`src/rtl/proc_pkg.sv`:
```
// Shared definitions for the 16-bit basic processor: word width and the
// fetch FSM state encoding.
package proc_pkg;

    localparam int WORD_W = 16;

    localparam logic [1:0] ST_IDLE = 2'd0;
    localparam logic [1:0] ST_REQ  = 2'd1;
    localparam logic [1:0] ST_HOLD = 2'd2;

    // Encoding 2'd3 is unused and falls back to IDLE.
    typedef enum logic [1:0] {
        FETCH_IDLE = ST_IDLE,
        FETCH_REQ  = ST_REQ,
        FETCH_HOLD = ST_HOLD
    } fetch_state_e;

endpackage

```
`src/rtl/fetch_unit_if.sv`:
```
// Bundle between the fetch stage and its neighbours: branch unit, instruction
// memory and decode. The master side is the fetch unit.
interface fetch_unit_if;
    import proc_pkg::*;

    // Handshakes: imem_req stays high with imem_addr stable until a cycle with
    // imem_ack=1, which completes that transfer (ack may come in the first req
    // cycle). Decode takes inst in any cycle where inst_valid=1 and stall=0.
    logic              bj;
    logic [WORD_W-1:0] br_target;
    logic              stall;
    logic              imem_req;
    logic [WORD_W-1:0] imem_addr;
    logic              imem_ack;
    logic [WORD_W-1:0] imem_rdata;
    logic [WORD_W-1:0] inst;
    logic [WORD_W-1:0] inst_pc;
    logic              inst_valid;
    logic [1:0]        dbg_state;

    modport master (
        input  bj, br_target, stall, imem_ack, imem_rdata,
        output imem_req, imem_addr, inst, inst_pc, inst_valid, dbg_state
    );

    modport slave (
        output bj, br_target, stall, imem_ack, imem_rdata,
        input  imem_req, imem_addr, inst, inst_pc, inst_valid, dbg_state
    );

endinterface

```
`src/rtl/fetch_unit.sv`:
```
// Instruction fetch stage: owns the PC, runs one req/ack memory transfer at a
// time and holds the fetched word for decode; taken branches squash fetches.
module fetch_unit
    import proc_pkg::*;
#(
    parameter logic [WORD_W-1:0] RESET_PC = 16'h0000,
    parameter logic [WORD_W-1:0] PC_INC   = 16'h0001
) (
    input  logic         clk,
    input  logic         rst,
    fetch_unit_if.master io_bus
);

    fetch_state_e      r_state, w_state_nxt;
    logic [WORD_W-1:0] r_pc, w_pc_nxt;
    logic [WORD_W-1:0] r_addr, w_addr_nxt;
    logic [WORD_W-1:0] r_inst, w_inst_nxt;
    logic [WORD_W-1:0] r_inst_pc, w_inst_pc_nxt;
    logic              r_squash, w_squash_nxt;
    logic              r_inst_valid, w_inst_valid_nxt;
    logic [WORD_W-1:0] w_seq_pc;

    assign w_seq_pc = r_addr + PC_INC;

    always_ff @(posedge clk or negedge rst) begin
        if (!rst) begin
            r_state      <= FETCH_IDLE;
            r_pc         <= RESET_PC;
            r_addr       <= RESET_PC;
            r_squash     <= 1'b0;
            r_inst       <= '0;
            r_inst_pc    <= '0;
            r_inst_valid <= 1'b0;
        end else begin
            r_state      <= w_state_nxt;
            r_pc         <= w_pc_nxt;
            r_addr       <= w_addr_nxt;
            r_squash     <= w_squash_nxt;
            r_inst       <= w_inst_nxt;
            r_inst_pc    <= w_inst_pc_nxt;
            r_inst_valid <= w_inst_valid_nxt;
        end
    end

    always_comb begin
        w_state_nxt      = r_state;
        w_pc_nxt         = r_pc;
        w_addr_nxt       = r_addr;
        w_squash_nxt     = r_squash;
        w_inst_nxt       = r_inst;
        w_inst_pc_nxt    = r_inst_pc;
        w_inst_valid_nxt = r_inst_valid;
        case (r_state)
            FETCH_IDLE: begin
                w_state_nxt = FETCH_REQ;
                if (io_bus.bj) begin
                    w_pc_nxt   = io_bus.br_target;
                    w_addr_nxt = io_bus.br_target;
                end else begin
                    w_addr_nxt = r_pc;
                end
            end
            FETCH_REQ: begin
                // The address on the bus must not move mid-transfer, so a branch
                // during a pending request only marks it for discard.
                if (io_bus.imem_ack) begin
                    if (io_bus.bj) begin
                        w_squash_nxt = 1'b0;
                        w_pc_nxt     = io_bus.br_target;
                        w_addr_nxt   = io_bus.br_target;
                    end else if (r_squash) begin
                        w_squash_nxt = 1'b0;
                        w_addr_nxt   = r_pc;
                    end else begin
                        w_inst_nxt       = io_bus.imem_rdata;
                        w_inst_pc_nxt    = r_addr;
                        w_inst_valid_nxt = 1'b1;
                        w_pc_nxt         = w_seq_pc;
                        w_state_nxt      = FETCH_HOLD;
                    end
                end else if (io_bus.bj) begin
                    w_pc_nxt     = io_bus.br_target;
                    w_squash_nxt = 1'b1;
                end
            end
            FETCH_HOLD: begin
                if (io_bus.bj) begin
                    w_inst_valid_nxt = 1'b0;
                    w_pc_nxt         = io_bus.br_target;
                    w_addr_nxt       = io_bus.br_target;
                    w_state_nxt      = FETCH_REQ;
                end else if (!io_bus.stall) begin
                    w_inst_valid_nxt = 1'b0;
                    w_addr_nxt       = r_pc;
                    w_state_nxt      = FETCH_REQ;
                end
            end
            default: begin
                w_state_nxt      = FETCH_IDLE;
                w_squash_nxt     = 1'b0;
                w_inst_valid_nxt = 1'b0;
            end
        endcase
    end

    assign io_bus.imem_req   = (r_state == FETCH_REQ);
    assign io_bus.imem_addr  = r_addr;
    assign io_bus.inst       = r_inst;
    assign io_bus.inst_pc    = r_inst_pc;
    assign io_bus.inst_valid = r_inst_valid;
    assign io_bus.dbg_state  = r_state;

endmodule

```
`src/flat_wrapper.sv`:
```
// flat-port wrapper written by rule: the top's interface ports become plain ports
module fetch_unit_flat import proc_pkg::*;
#(
    parameter logic [WORD_W-1:0] RESET_PC = 16'h0000,
    parameter logic [WORD_W-1:0] PC_INC   = 16'h0001
)
  (clk, rst, io_bus_bj, io_bus_br_target, io_bus_stall, io_bus_imem_ack, io_bus_imem_rdata, io_bus_imem_req, io_bus_imem_addr, io_bus_inst, io_bus_inst_pc, io_bus_inst_valid, io_bus_dbg_state);
  fetch_unit_if io_bus_i ();
  input  logic clk;
  input  logic rst;
  input wire logic [$bits(io_bus_i.bj)-1:0] io_bus_bj;
  input wire logic [$bits(io_bus_i.br_target)-1:0] io_bus_br_target;
  input wire logic [$bits(io_bus_i.stall)-1:0] io_bus_stall;
  input wire logic [$bits(io_bus_i.imem_ack)-1:0] io_bus_imem_ack;
  input wire logic [$bits(io_bus_i.imem_rdata)-1:0] io_bus_imem_rdata;
  output wire logic [$bits(io_bus_i.imem_req)-1:0] io_bus_imem_req;
  output wire logic [$bits(io_bus_i.imem_addr)-1:0] io_bus_imem_addr;
  output wire logic [$bits(io_bus_i.inst)-1:0] io_bus_inst;
  output wire logic [$bits(io_bus_i.inst_pc)-1:0] io_bus_inst_pc;
  output wire logic [$bits(io_bus_i.inst_valid)-1:0] io_bus_inst_valid;
  output wire logic [$bits(io_bus_i.dbg_state)-1:0] io_bus_dbg_state;
  assign io_bus_i.bj = io_bus_bj;
  assign io_bus_i.br_target = io_bus_br_target;
  assign io_bus_i.stall = io_bus_stall;
  assign io_bus_i.imem_ack = io_bus_imem_ack;
  assign io_bus_i.imem_rdata = io_bus_imem_rdata;
  assign io_bus_imem_req = io_bus_i.imem_req;
  assign io_bus_imem_addr = io_bus_i.imem_addr;
  assign io_bus_inst = io_bus_i.inst;
  assign io_bus_inst_pc = io_bus_i.inst_pc;
  assign io_bus_inst_valid = io_bus_i.inst_valid;
  assign io_bus_dbg_state = io_bus_i.dbg_state;
  fetch_unit #(.RESET_PC(RESET_PC), .PC_INC(PC_INC)) u_core (.clk(clk), .rst(rst), .io_bus(io_bus_i));
endmodule
```
`config.mk`:
```
export PLATFORM = sky130hd
export DESIGN_NAME = fetch_unit_flat
export DESIGN_NICKNAME = d
export VERILOG_FILES = /design/src/rtl/proc_pkg.sv /design/src/rtl/fetch_unit_if.sv /design/src/rtl/fetch_unit.sv /design/src/flat_wrapper.sv
export SDC_FILE = /design/constraint.sdc
export NUM_CORES = 1
export LEC_CHECK = 0
export CAP_MARGIN = 25
export CORE_MARGIN = 3
export CORE_UTILIZATION = 45
export CTS_CLUSTER_DIAMETER = 30
export DETAILED_ROUTE_END_ITERATION = 8
export DONT_BUFFER_PORTS = 1
export PLACE_DENSITY = 0.64
export SYNTH_ARGS = -nofsm -noshare
export SYNTH_HDL_FRONTEND = slang
export SYNTH_SLANG_ARGS = --single-unit
```
`constraint.sdc`:
```
create_clock -name clk -period 3.7 [get_ports clk]
set_clock_uncertainty 0.2 [all_clocks]
set_input_delay 0.185 -clock clk [delete_from_list [all_inputs] [get_ports clk]]
set_output_delay 0.185 -clock clk [all_outputs]
set_load 0.05 [all_outputs]
```
# Yosys cells after proc, flatten, opt, wreduce, memory -nomap -nowiden
# Index checks and enable logic that the tools add are counted.
# totals
regBits	68
out_inout_bits	52
word_cells	57
input_bits	37
# op_classes
mux	26
bitwise_logic	4
n_eq_ne	9
n_addsub	1
n_reduce_logical	10
# ops
operator	count
$mux 16	9
$pmux 16 s3	1
$pmux 16 s2	1
$add 16x1->16 const B	1
$reduce_and 4->1	3
$mux 2	5
$mux 1	7
$ne 2x2->1 const B	3
$ne 3x3->1 const B	2
$pmux 2 s3	1
$reduce_and 5->1	1
$ne 4x4->1 const B	1
$not 1->1	4
$reduce_and 2->1	2
$ne 3x2->1 const B	1
$pmux 1 s3	1
$reduce_bool 3->1	1
$eq 2x1->1 const B	1
$eq 2x2->1 const B	1
$logic_not 2->1	1
$pmux 1 s2	1
$reduce_bool 2->1	1
$reduce_or 2->1	1

# Longest topological paths before layout
# Gate-level depths: netlist of the first run.
# depth
word_depth	5
depth_mapped	7

# Worst setup path after synthesis of the first run
# Ideal clock, no wire load.
# synth_timing
path_type	reg-to-reg
start	register u_core.r_state[1], in the netlist u_core.io_bus.dbg_state[1]
end	register u_core.r_addr[11], in the netlist u_core.io_bus.imem_addr[11]
stages_incl_launch_ff	6
required_time_ps	3375
setup_slack_ps	1634
setup_time_ps	125
t_arrival_ps	1741
cell_sequence	dfrtp_1 -> buf_2 -> nand2b_1 -> a21oi_4 -> buf_4 -> mux2_2
# synth_via
elab_chain_cells	3
# synth_lines
element	line	text
from (decl)	fetch_unit.sv:14	fetch_state_e r_state, w_state_nxt;
from (signal assigned)	fetch_unit.sv:35	r_state <= w_state_nxt;
$eq 2x1->1, or another cell as far along	fetch_unit.sv:53	case (r_state)
$ne 3x2->1 (no source line), or another cell as far along	-	
$reduce_and 4->1 (no source line)	-	
to (signal assigned)	fetch_unit.sv:37	r_addr <= w_addr_nxt;
to (decl)	fetch_unit.sv:16	logic [WORD_W-1:0] r_addr, w_addr_nxt;
# Parallel ways exist; a longest one is shown, timed or not.
# A chain may end at the register's enable or synchronous reset.

# Final worst setup path of the first run
# layout_timing
start	register u_core.r_state[1], in the netlist u_core.io_bus.dbg_state[1]
end	register u_core.r_pc[1]
# layout_via
elab_chain_cells	4
# layout_lines
element	line	text
$eq 2x2->1 or $logic_not 2->1 (tied branches)	fetch_unit.sv:53	
$reduce_or 2->1 (no source line)	-	
$reduce_bool 2->1 (no source line)	-	
$reduce_and 2->1 (no source line)	-	
to (signal assigned)	fetch_unit.sv:36	r_pc <= w_pc_nxt;
to (decl)	fetch_unit.sv:15	logic [WORD_W-1:0] r_pc, w_pc_nxt;
# Parallel ways exist; a longest one is shown, timed or not.

==> run metrics, run 1 <==
Clock Latency Late Sink=0.35 ns; number of buffers added on ports=0; DRC=0; worst-margin pin slew=0.933 ns; final setup margin=1.03 ns; Power Total=3.89 mW; DIE WIDTH=90.5 microns; # resized after CTS=0; Vias/cell=5.27; Placer Congestion=0.787; Clock transition at path regs=0.07 ns; post-DP HPWL=4930 microns; top-count cell post-synth=nand2_1; outcome=complete, no violations; Power Density=981 nW/um^2; synthesized flop and latch total=68; Congestion Overflow GR=0; Final min period=2.67 ns; Hold Vio Cnt, Final=0; Yosys cell types=36; total inserted antenna cells=0; Nets=396; sequential standard cell area=1700 sq um; CTS tree=built; total track usage=20.1%; fin util=57.7%; global-route wire length before repair=13100 microns; hold_buf cts=41; number of flops mapped to enable cells by yosys=0; met1 Use GR=26.1%; synth cell count leaders=98 x nand2_1, 68 x dfrtp_1, 22 x mux2_2; VDD IR max=0.000469 V; Final Cycle Share=72.1%; DRT Pass-1 Iters=5; Leakage=1.75 nW; Hold Path Class=input port to flop; syn avg cell area=10.1 sq um; core area=6870 sq um; GR Layer Usage met3=4.25%; crit-path max FO=11; CP arrival=2.70 ns; Num CTS Buffers=9; Critical Path Source Type=flop; CP endpoint kind=flop; post-placement setup slack=1.40 ns; Die Area=8190 sq um; leading area contributor after synthesis=dfrtp_1; RSZ-0062 raised after global routing=no; largest net degree at the start of global routing=69; CTS Root Cell=clkbuf_8; Top Ports=89; Num Clock Sinks=68; dpl cell area=3270 sq um; Die H=90.5 microns; GRT busiest layer=met2; Area Overhead vs Synth=23.4%; CP Class=flop to flop; crit-path max cell delay=0.81 ns; setup tns final=0 ns; endpoints failing setup=0; max_cap viols=0; WL per Instance=16.9 microns; Post-CTS Setup Inserts=0; antenna-violating nets left=0; CTS Buffer Depth=2; 1st-iter DRT viols=113; M2 GR Usage=32.1%; f_max=0.375 GHz; initial antenna violation count=0; Req. time, crit path=3.73 ns; ys flop type=dfrtp_1; Initial Util=46.8%; row cnt=30; yosys warns=0; Hold WS=0.0253 ns; Mapped Area=3210 sq um; fraction of synthesis flops using an asynchronous set or reset pin=100%; Total Wirelength=7740 microns; crit path cell chain=nand2_1 -> and2_0 -> a22oi_1 -> o21ai_0 -> dlygate4sd3_1; area of the multi-input gates=1410 sq um; Fill cells=614; Final Cell Area=3970 sq um; Synth top area share=52.9%; Synth Instances=319; sequential share of the synthesized area=52.9%; share of cells above drive strength 1=14.4%; synth top area cells=dfrtp_1 53%, nand2_1 11%, mux2_2 7.7%; Worst slew margin=37.7%; Syn Nets=357; Inst Count DP=401; critical path's slowest cell=dfrtp_1; post-route insts no fill=458; DR vias=2413; max-slew violations=0; vias in the first global route=2531; H-tree lvl count=3
==> layer usage <==
metal | wire [microns] | vias to the layer above
li1 | - | 1163
met1 | 3430 | 1171
met2 | 3740 | 66
met3 | 421 | 13
met4 | 138 | 0
met5 | 0 | -
==> cell families after synthesis <==
family | synth area share, %
mux | 11.0
xor+xnor | 3.81
fa+ha+maj | 0.389
flops | 52.9
compound gates | 9.77
simple gates | 18.9
buf+inv | 3.19
==> worst max-delay path, delay by kind of cell (launching register included) <==
| kind | cells | cell delay, ns |
|---|---|---|
| compound gates | 2 | 0.30 |
| simple gates | 2 | 0.70 |
| flops | 1 | 0.81 |
| buf+inv | 1 | 0.55 |
==> final timing paths <==
check | startpoint | endpoint | slack [ns] | depth (start not counted)
worst max-delay path | u_core.io_bus.dbg_state[1] | u_core.r_pc[1] | 1.03 | 5
worst min-delay path | io_bus_stall | u_core.io_bus.inst_valid | 0.03 | 3
worst max register to register | u_core.io_bus.dbg_state[1] | u_core.r_pc[1] | 1.03 | 5
worst min register to register | u_core.r_pc[14] | u_core.r_pc[14] | 0.32 | 2
max in group asynchronous | rst | u_core.r_pc[7] | 2.85 | 2
min in group asynchronous | rst | u_core.io_bus.inst[0] | 0.18 | 2
==> where the power goes <==
group	leakage, nW	switching, mW	internal [mW]	total, mW
sequential	0.816	1.35	1.05	2.39
combinational	0.819	0.398	0.366	0.764
clock	0.112	0.292	0.445	0.737
==> state kept, by name, indices dropped and copies added, names as in the netlist <==
signal / cells
u_core.io_bus.imem_addr: 16
u_core.r_pc: 16
u_core.io_bus.inst_pc: 16
u_core.r_squash: 1
u_core.io_bus.dbg_state: 2
u_core.io_bus.inst_valid: 1
u_core.io_bus.inst: 16
==> cell type report <==
| type | count | area share, % |
|---|---|---|
| Clock inverter | 6 | 2.87 |
| Sequential cell | 68 | 42.9 |
| Timing Repair Buffer | 45 | 12.1 |
| Tap cell | 96 | 3.03 |
| Multi-Input combinational cell | 229 | 35.6 |
| Inverter | 5 | 0.473 |
| Clock buffer | 9 | 3.12 |
==> layout by cell type, fill, tap and decap left out, types with 2 or more instances in the layout <==
cell type      synthesis  routed
a21oi_1               13      13
a22oi_1                6       6
a32oi_1                4       4
and3b_1                2       2
buf_16                 0       2
buf_4                  2       3
bufinv_16              0       3
clkbuf_8               0       9
clkinvlp_4             0       2
dfrtp_1               68      68
dlygate4sd3_1          0      40
inv_1                  5       5
mux2_1                 4       4
mux2_2                22      22
mux2i_1                6       6
nand2_1               98      98
nand2b_1               3       3
nand3_1                4       4
nand4_1                2       2
nand4_2                2       2
nor2_1                 5       5
nor2b_1                3       3
nor3_1                 3       3
nor4_2                 4       4
o21a_1                 3       3
o21ai_0               10      10
o21ai_1                3       3
o22ai_1                9       9
xnor2_1               11      11
xor2_1                 3       3
Power figures use the tool's default switching activity.
==> inputs of run 2 (changes only) <==
--- a/config.mk
+++ b/config.mk
@@ -11,7 +11,7 @@
 export CTS_CLUSTER_DIAMETER = 30
 export DETAILED_ROUTE_END_ITERATION = 8
 export DONT_BUFFER_PORTS = 1
-export PLACE_DENSITY = 0.64
+export PLACE_DENSITY = 0.66
 export SYNTH_ARGS = -nofsm -noshare
 export SYNTH_HDL_FRONTEND = slang
 export SYNTH_SLANG_ARGS = --single-unit
==> constraint.sdc (replaced) <==
create_clock -name clk -period 2.35 [get_ports clk]
set_clock_uncertainty 0.2 [all_clocks]
set_input_delay 0.1175 -clock clk [delete_from_list [all_inputs] [get_ports clk]]
set_output_delay 0.1175 -clock clk [all_outputs]
set_load 0.05 [all_outputs]
==> run metrics, run 2 (synthesis gave the netlist of run 1 again) <==
most frequent cells in the layout=98 x nand2_1, 68 x dfrtp_1, 41 x dlygate4sd3_1; leading cell type in the layout, fill and taps excluded=nand2_1; Buf/Inv on CP=2 (+1); DRC=0 (unchanged); outcome=complete, no violations; initial antenna violation count=0 (unchanged); Req. time, crit path=2.42 ns (-1.31 ns); crit-path max cell delay=0.57 ns (-0.24 ns); crit path cell chain=buf_4 -> and3b_1 -> nor2b_1 -> a21oi_1 -> o22ai_1 -> dlygate4sd3_1; Final Cycle Share=94.5% (+22 points); setup tns final=0 ns (unchanged); Critical Path Source Type=flop; Top Layer Used=met4; FF-to-FF End=u_core.io_bus.inst_valid; WL per Instance=16.7 microns (-1.1%); Nets=414 (+4.5%); largest net degree at the start of global routing=69 (unchanged); Vias/cell=5.29 (+0.43%); post-DP HPWL=5140 microns (+4.4%); Reg2Reg Depth=6 (+1); endpoints failing setup=0 (unchanged); CP endpoint kind=flop; number of buffers added on ports=0 (unchanged); DIE WIDTH=90.5 microns (unchanged); global-route wire length before repair=13400 microns (+2.1%); Worst slew margin=59.4% (+22 points); Die Area=8190 sq um (unchanged); Hold WS=0.0202 ns (-0.00512 ns); share of cells above drive strength 1=17.8% (+3.5 points); DR vias=2524 (+4.6%); Post-CTS Setup Inserts=0 (unchanged); FF-to-FF setup slack=0.13 ns (-0.90 ns); DRT Pass-1 Iters=4 (-1); Hold Path Class=input port to flop; CTS Buffer Depth=2 (unchanged); CTS Root Cell=clkbuf_8; dpl cell area=3400 sq um (+3.9%); Power Density=1540 nW/um^2 (+57%); total inserted antenna cells=0 (unchanged); Num Clock Sinks=68 (unchanged); Hold Path End=u_core.io_bus.imem_addr[0]; f_max=0.450 GHz (+20%); worst-margin pin slew=0.602 ns (-0.331 ns); Total Wirelength=7970 microns (+3.0%); Die H=90.5 microns (unchanged); CP Class=flop to flop; met1 WL=3510 microns (+2.3%); max_cap viols=0 (unchanged); total track usage=20.3% (+0.14 points); vias in the first global route=2611 (+3.2%); wire length on met2=3930 microns (+4.9%); Num CTS Buffers=9 (unchanged); 1st-iter DRT viols=146 (+29%); Final min period=2.22 ns (-0.447 ns); CTS tree=built; Clock transition at path regs=0.07 ns (about the same); core area=6870 sq um (unchanged); Congestion Overflow GR=0 (unchanged); Hold Vio Cnt, Final=0 (unchanged); Initial Util=46.8% (unchanged); min-delay src=io_bus_bj; H-tree lvl count=3 (unchanged); Placer Congestion=0.764 (-3.0%); crit-path max FO=7 (-4); met3 WL=479 microns (+14%); Clock Latency Late Sink=0.33 ns (-0.02 ns); hold path cells=3 (unchanged); reg-to-reg startpoint=u_core.io_bus.dbg_state[0]; row cnt=30 (unchanged); CP top delay family=buffers and inverters; RSZ-0062 raised after global routing=no; max-slew violations=0 (unchanged); antenna-violating nets left=0 (unchanged); Top Ports=89 (unchanged); CP arrival=2.30 ns (-0.40 ns); critical path's slowest cell=dlygate4sd3_1; Leakage=1.82 nW (+4.4%); VDD IR max=0.000755 V (+61%); Area Overhead vs Synth=26.8%; Final Cell Area=4080 sq um (+2.8%)
## run 2: cell type report
type | instances | area, sq um
Clock buffer | 12 | 145
Sequential cell | 68 | 1700
Fill cell | 624 | 2790
Clock inverter | 4 | 72.6
Multi-Input combinational cell | 229 | 1410
Tap cell | 96 | 120
Timing Repair Buffer | 63 | 608
Inverter | 5 | 18.8
## run 2: worst max-delay path by stage
stage / startpoint / end / slack (ns) / cells past startpoint
2_1_floorplan: u_core.io_bus.dbg_state[1] / u_core.io_bus.imem_addr[11] / 0.28 / 5
3_3_place_gp: u_core.io_bus.dbg_state[1] / u_core.io_bus.imem_addr[13] / 0.51 / 3
3_5_place_dp: u_core.io_bus.dbg_state[1] / u_core.io_bus.imem_addr[13] / 0.48 / 3
4_1_cts: u_core.io_bus.dbg_state[0] / u_core.r_pc[1] / 0.14 / 6
5_1_grt: u_core.io_bus.dbg_state[0] / u_core.io_bus.inst_valid / 0.0003 / 6
6_report: u_core.io_bus.dbg_state[0] / u_core.io_bus.inst_valid / 0.13 / 6
## run 2: power by group
group / switching (mW) / total [mW] / leakage, nW / internal, mW
registers: 1.43 / 3.10 / 0.816 / 1.66
logic: 1.36 / 2.12 / 0.901 / 0.763
clock network: 0.438 / 1.06 / 0.107 / 0.626
total: 3.23 / 6.28 / 1.82 / 3.05
## run 2: stage by stage
stage | setup WS, ns | power, mW | cells | util [%]
after floorplan | 0.284 | 4.54 | 319 | -
after global placement | 0.510 | 5.06 | 418 | 49.5
after detailed placement | 0.480 | 5.12 | 418 | 49.5
after CTS | 0.142 | 6.33 | 477 | 59.3
after global routing | 0.000286 | 6.62 | 477 | 59.3
final | 0.129 | 6.28 | 477 | 59.3
## run 2: worst reg2reg max path, stage by stage (launching register included)
cell and delay, ns:
dfrtp_1 0.45, buf_4 0.27, and3b_1 0.27, nor2b_1 0.19, a21oi_1 0.06, o22ai_1 0.15
dlygate4sd3_1 0.57
## run 2: per-layer routing
metal	global-route usage (%)	vias up
li1	-	1195
met3	6.92	6
met5	0	-
met4	4.08	0
met1	26.4	1253
met2	32.9	70
## run 2: what timing repair did
item	4_1_cts	5_1_grt
resized for setup	0	1
hold buffers	43	0
hold endpoints to repair	122	0
setup endpoints to repair	0	2
==> inputs of run 3 (changes only) <==
==> constraint.sdc (replaced) <==
create_clock -name clk -period 2.35 [get_ports clk]
set_clock_uncertainty 0.2 [all_clocks]
set_input_delay 0.47 -clock clk [delete_from_list [all_inputs] [get_ports clk]]
set_output_delay 0.47 -clock clk [all_outputs]
set_load 0.05 [all_outputs]
==> run metrics, run 3 (synthesis gave the netlist of run 1 again) <==
Clock Latency Late Sink=0.35 ns (+0.02 ns); initial antenna violation count=0 (unchanged); H-tree lvl count=3 (unchanged); DR vias=2369 (-6.1%); hold path cells=2 (-1); area of the multi-input gates=1410 sq um (unchanged); f_max=0.480 GHz (+6.5%); Congestion Overflow GR=0 (unchanged); CP Class=flop to output port; largest net degree at the start of global routing=69 (unchanged); Final min period=2.09 ns (-0.136 ns); Fill cells=632 (+1.3%); Top Ports=89 (unchanged); Req. time, crit path=1.68 ns (-0.74 ns); most frequent cells in the layout=98 x nand2_1, 68 x dfrtp_1, 22 x mux2_2; RSZ-0062 raised after global routing=no; sequential standard cell area=1700 sq um (unchanged); Final Cycle Share=88.7% (-5.8 points); Area Overhead vs Synth=15.3%; Hold Vio Cnt, Final=0 (unchanged); Total Wirelength=7640 microns (-4.2%); endpoints failing setup=0 (unchanged); Power Density=1700 nW/um^2 (+10%); CP startpoint=u_core.io_bus.dbg_state[0]; Reg2Reg Depth=4 (-2); crit-path max FO=7 (unchanged); reg-to-reg startpoint=u_core.io_bus.dbg_state[0]; DRT Pass-1 Iters=4 (unchanged); min-delay src=io_bus_imem_rdata[10]; max_cap viols=0 (unchanged); Num Clock Sinks=68 (unchanged); CTS Buffer Depth=2 (unchanged); CTS tree=built; Post-CTS Setup Inserts=0 (unchanged); outcome=complete, no violations; DIE WIDTH=90.5 microns (unchanged); Hold Path Class=input port to flop; final setup margin=0.265 ns (+0.136 ns); Placer Congestion=0.773 (+1.2%); Nets=375 (-9.4%); share of cells above drive strength 1=20.5% (+2.6 points); VDD IR max=0.000592 V (-22%); max-slew violations=0 (unchanged); Leakage=1.67 nW (-8.5%); CP endpoint kind=output port; post-placement setup slack=0.596 ns (+0.116 ns); setup tns final=0 ns (unchanged); Die Area=8190 sq um (unchanged); Clock transition at path regs=0.08 ns (about the same); total inserted antenna cells=0 (unchanged); Die H=90.5 microns (unchanged); Hold WS=0.0206 ns (+0.000420 ns); core area=6870 sq um (unchanged); worst-margin pin slew=0.620 ns (+0.0174 ns); DRC=0 (unchanged); 1st-iter DRT viols=138 (-5.5%); post-DP HPWL=5200 microns (+1.1%); row cnt=30 (unchanged); Critical Path Source Type=flop; WL per Instance=17.4 microns (+4.3%); CTS Root Cell=clkbuf_8; Num CTS Buffers=9 (unchanged); global-route wire length before repair=12700 microns (-4.7%); Worst slew margin=58.2% (-1.2 points); CP arrival=1.42 ns (-0.88 ns); Initial Util=46.8% (unchanged); leading cell type in the layout, fill and taps excluded=nand2_1; vias in the first global route=2475 (-5.2%); total track usage=19.5% (-0.78 points); fin util=53.9% (-5.4 points); antenna-violating nets left=0 (unchanged); number of buffers added on ports=0 (unchanged); Vias/cell=5.41 (+2.2%)
run 3: cell count changes in the layout (fill, tap and decap cells not counted):
cell	change
clkinv_4	+1
dlygate4sd3_1	-39
buf_4	+1
o21ai_0	+1
clkbuf_1	-2
o21ai_1	-1
bufinv_16	+1
buf_12	-1
run 3: layout make-up:
class,count,area share [%]
sequential,68,45.9
multi-input combinational,229,38.1
timing repair buffer,24,5.54
clock buffer,10,3.71
tap,96,3.24
clock inverter,6,3.01
inverter,5,0.507
run 3: per-stage QoR:
step	total power [mW]	instances	instance area, sq um
2_1_floorplan	4.54	319	3210
3_3_place_gp	5.07	419	3410
3_5_place_dp	5.12	419	3410
4_1_cts	6.36	438	3700
5_1_grt	6.64	438	3700
6_report	6.30	438	3700
run 3: per-layer routing:
layer  share of wire, %  global-route usage (%)  routed length (microns)
met3                7.4                    5.50                      565
met1                 44                    25.1                     3340
met2                 47                    30.3                     3580
met4                1.9                    8.93                      146
met5                  0                       0                        0
run 3: path summary, 6_finish.rpt:
kind	to	slack [ns]
worst max-delay path	io_bus_imem_req	0.26
worst min-delay path	u_core.io_bus.inst[10]	0.02
worst max register to register	u_core.r_pc[15]	0.57
worst min register to register	u_core.r_pc[4]	0.33
max in group asynchronous	u_core.io_bus.inst_pc[9]	1.21
min in group asynchronous	u_core.io_bus.inst[2]	0.45
run 3: power breakdown:
part	internal [mW]	leakage [nW]	total, mW	switching, mW
clock network	0.733	0.122	1.19	0.459
logic	0.693	0.730	2.00	1.31
registers	1.66	0.816	3.11	1.44
total	3.09	1.67	6.30	3.21
run 3: repair_timing:
| action | 4_1_cts | 5_1_grt |
|---|---|---|
| setup endpoints to repair | 0 | 0 |
| hold buffers | 3 | 0 |
| endpoints found under the hold margin | 70 | 0 |
| resized for setup | 0 | 0 |
run 3: critical path: stages, from the launching register on:
cell	delay (ns)
dfrtp_1	0.45
buf_4	0.27
nor2b_1	0.15
buf_4	0.20
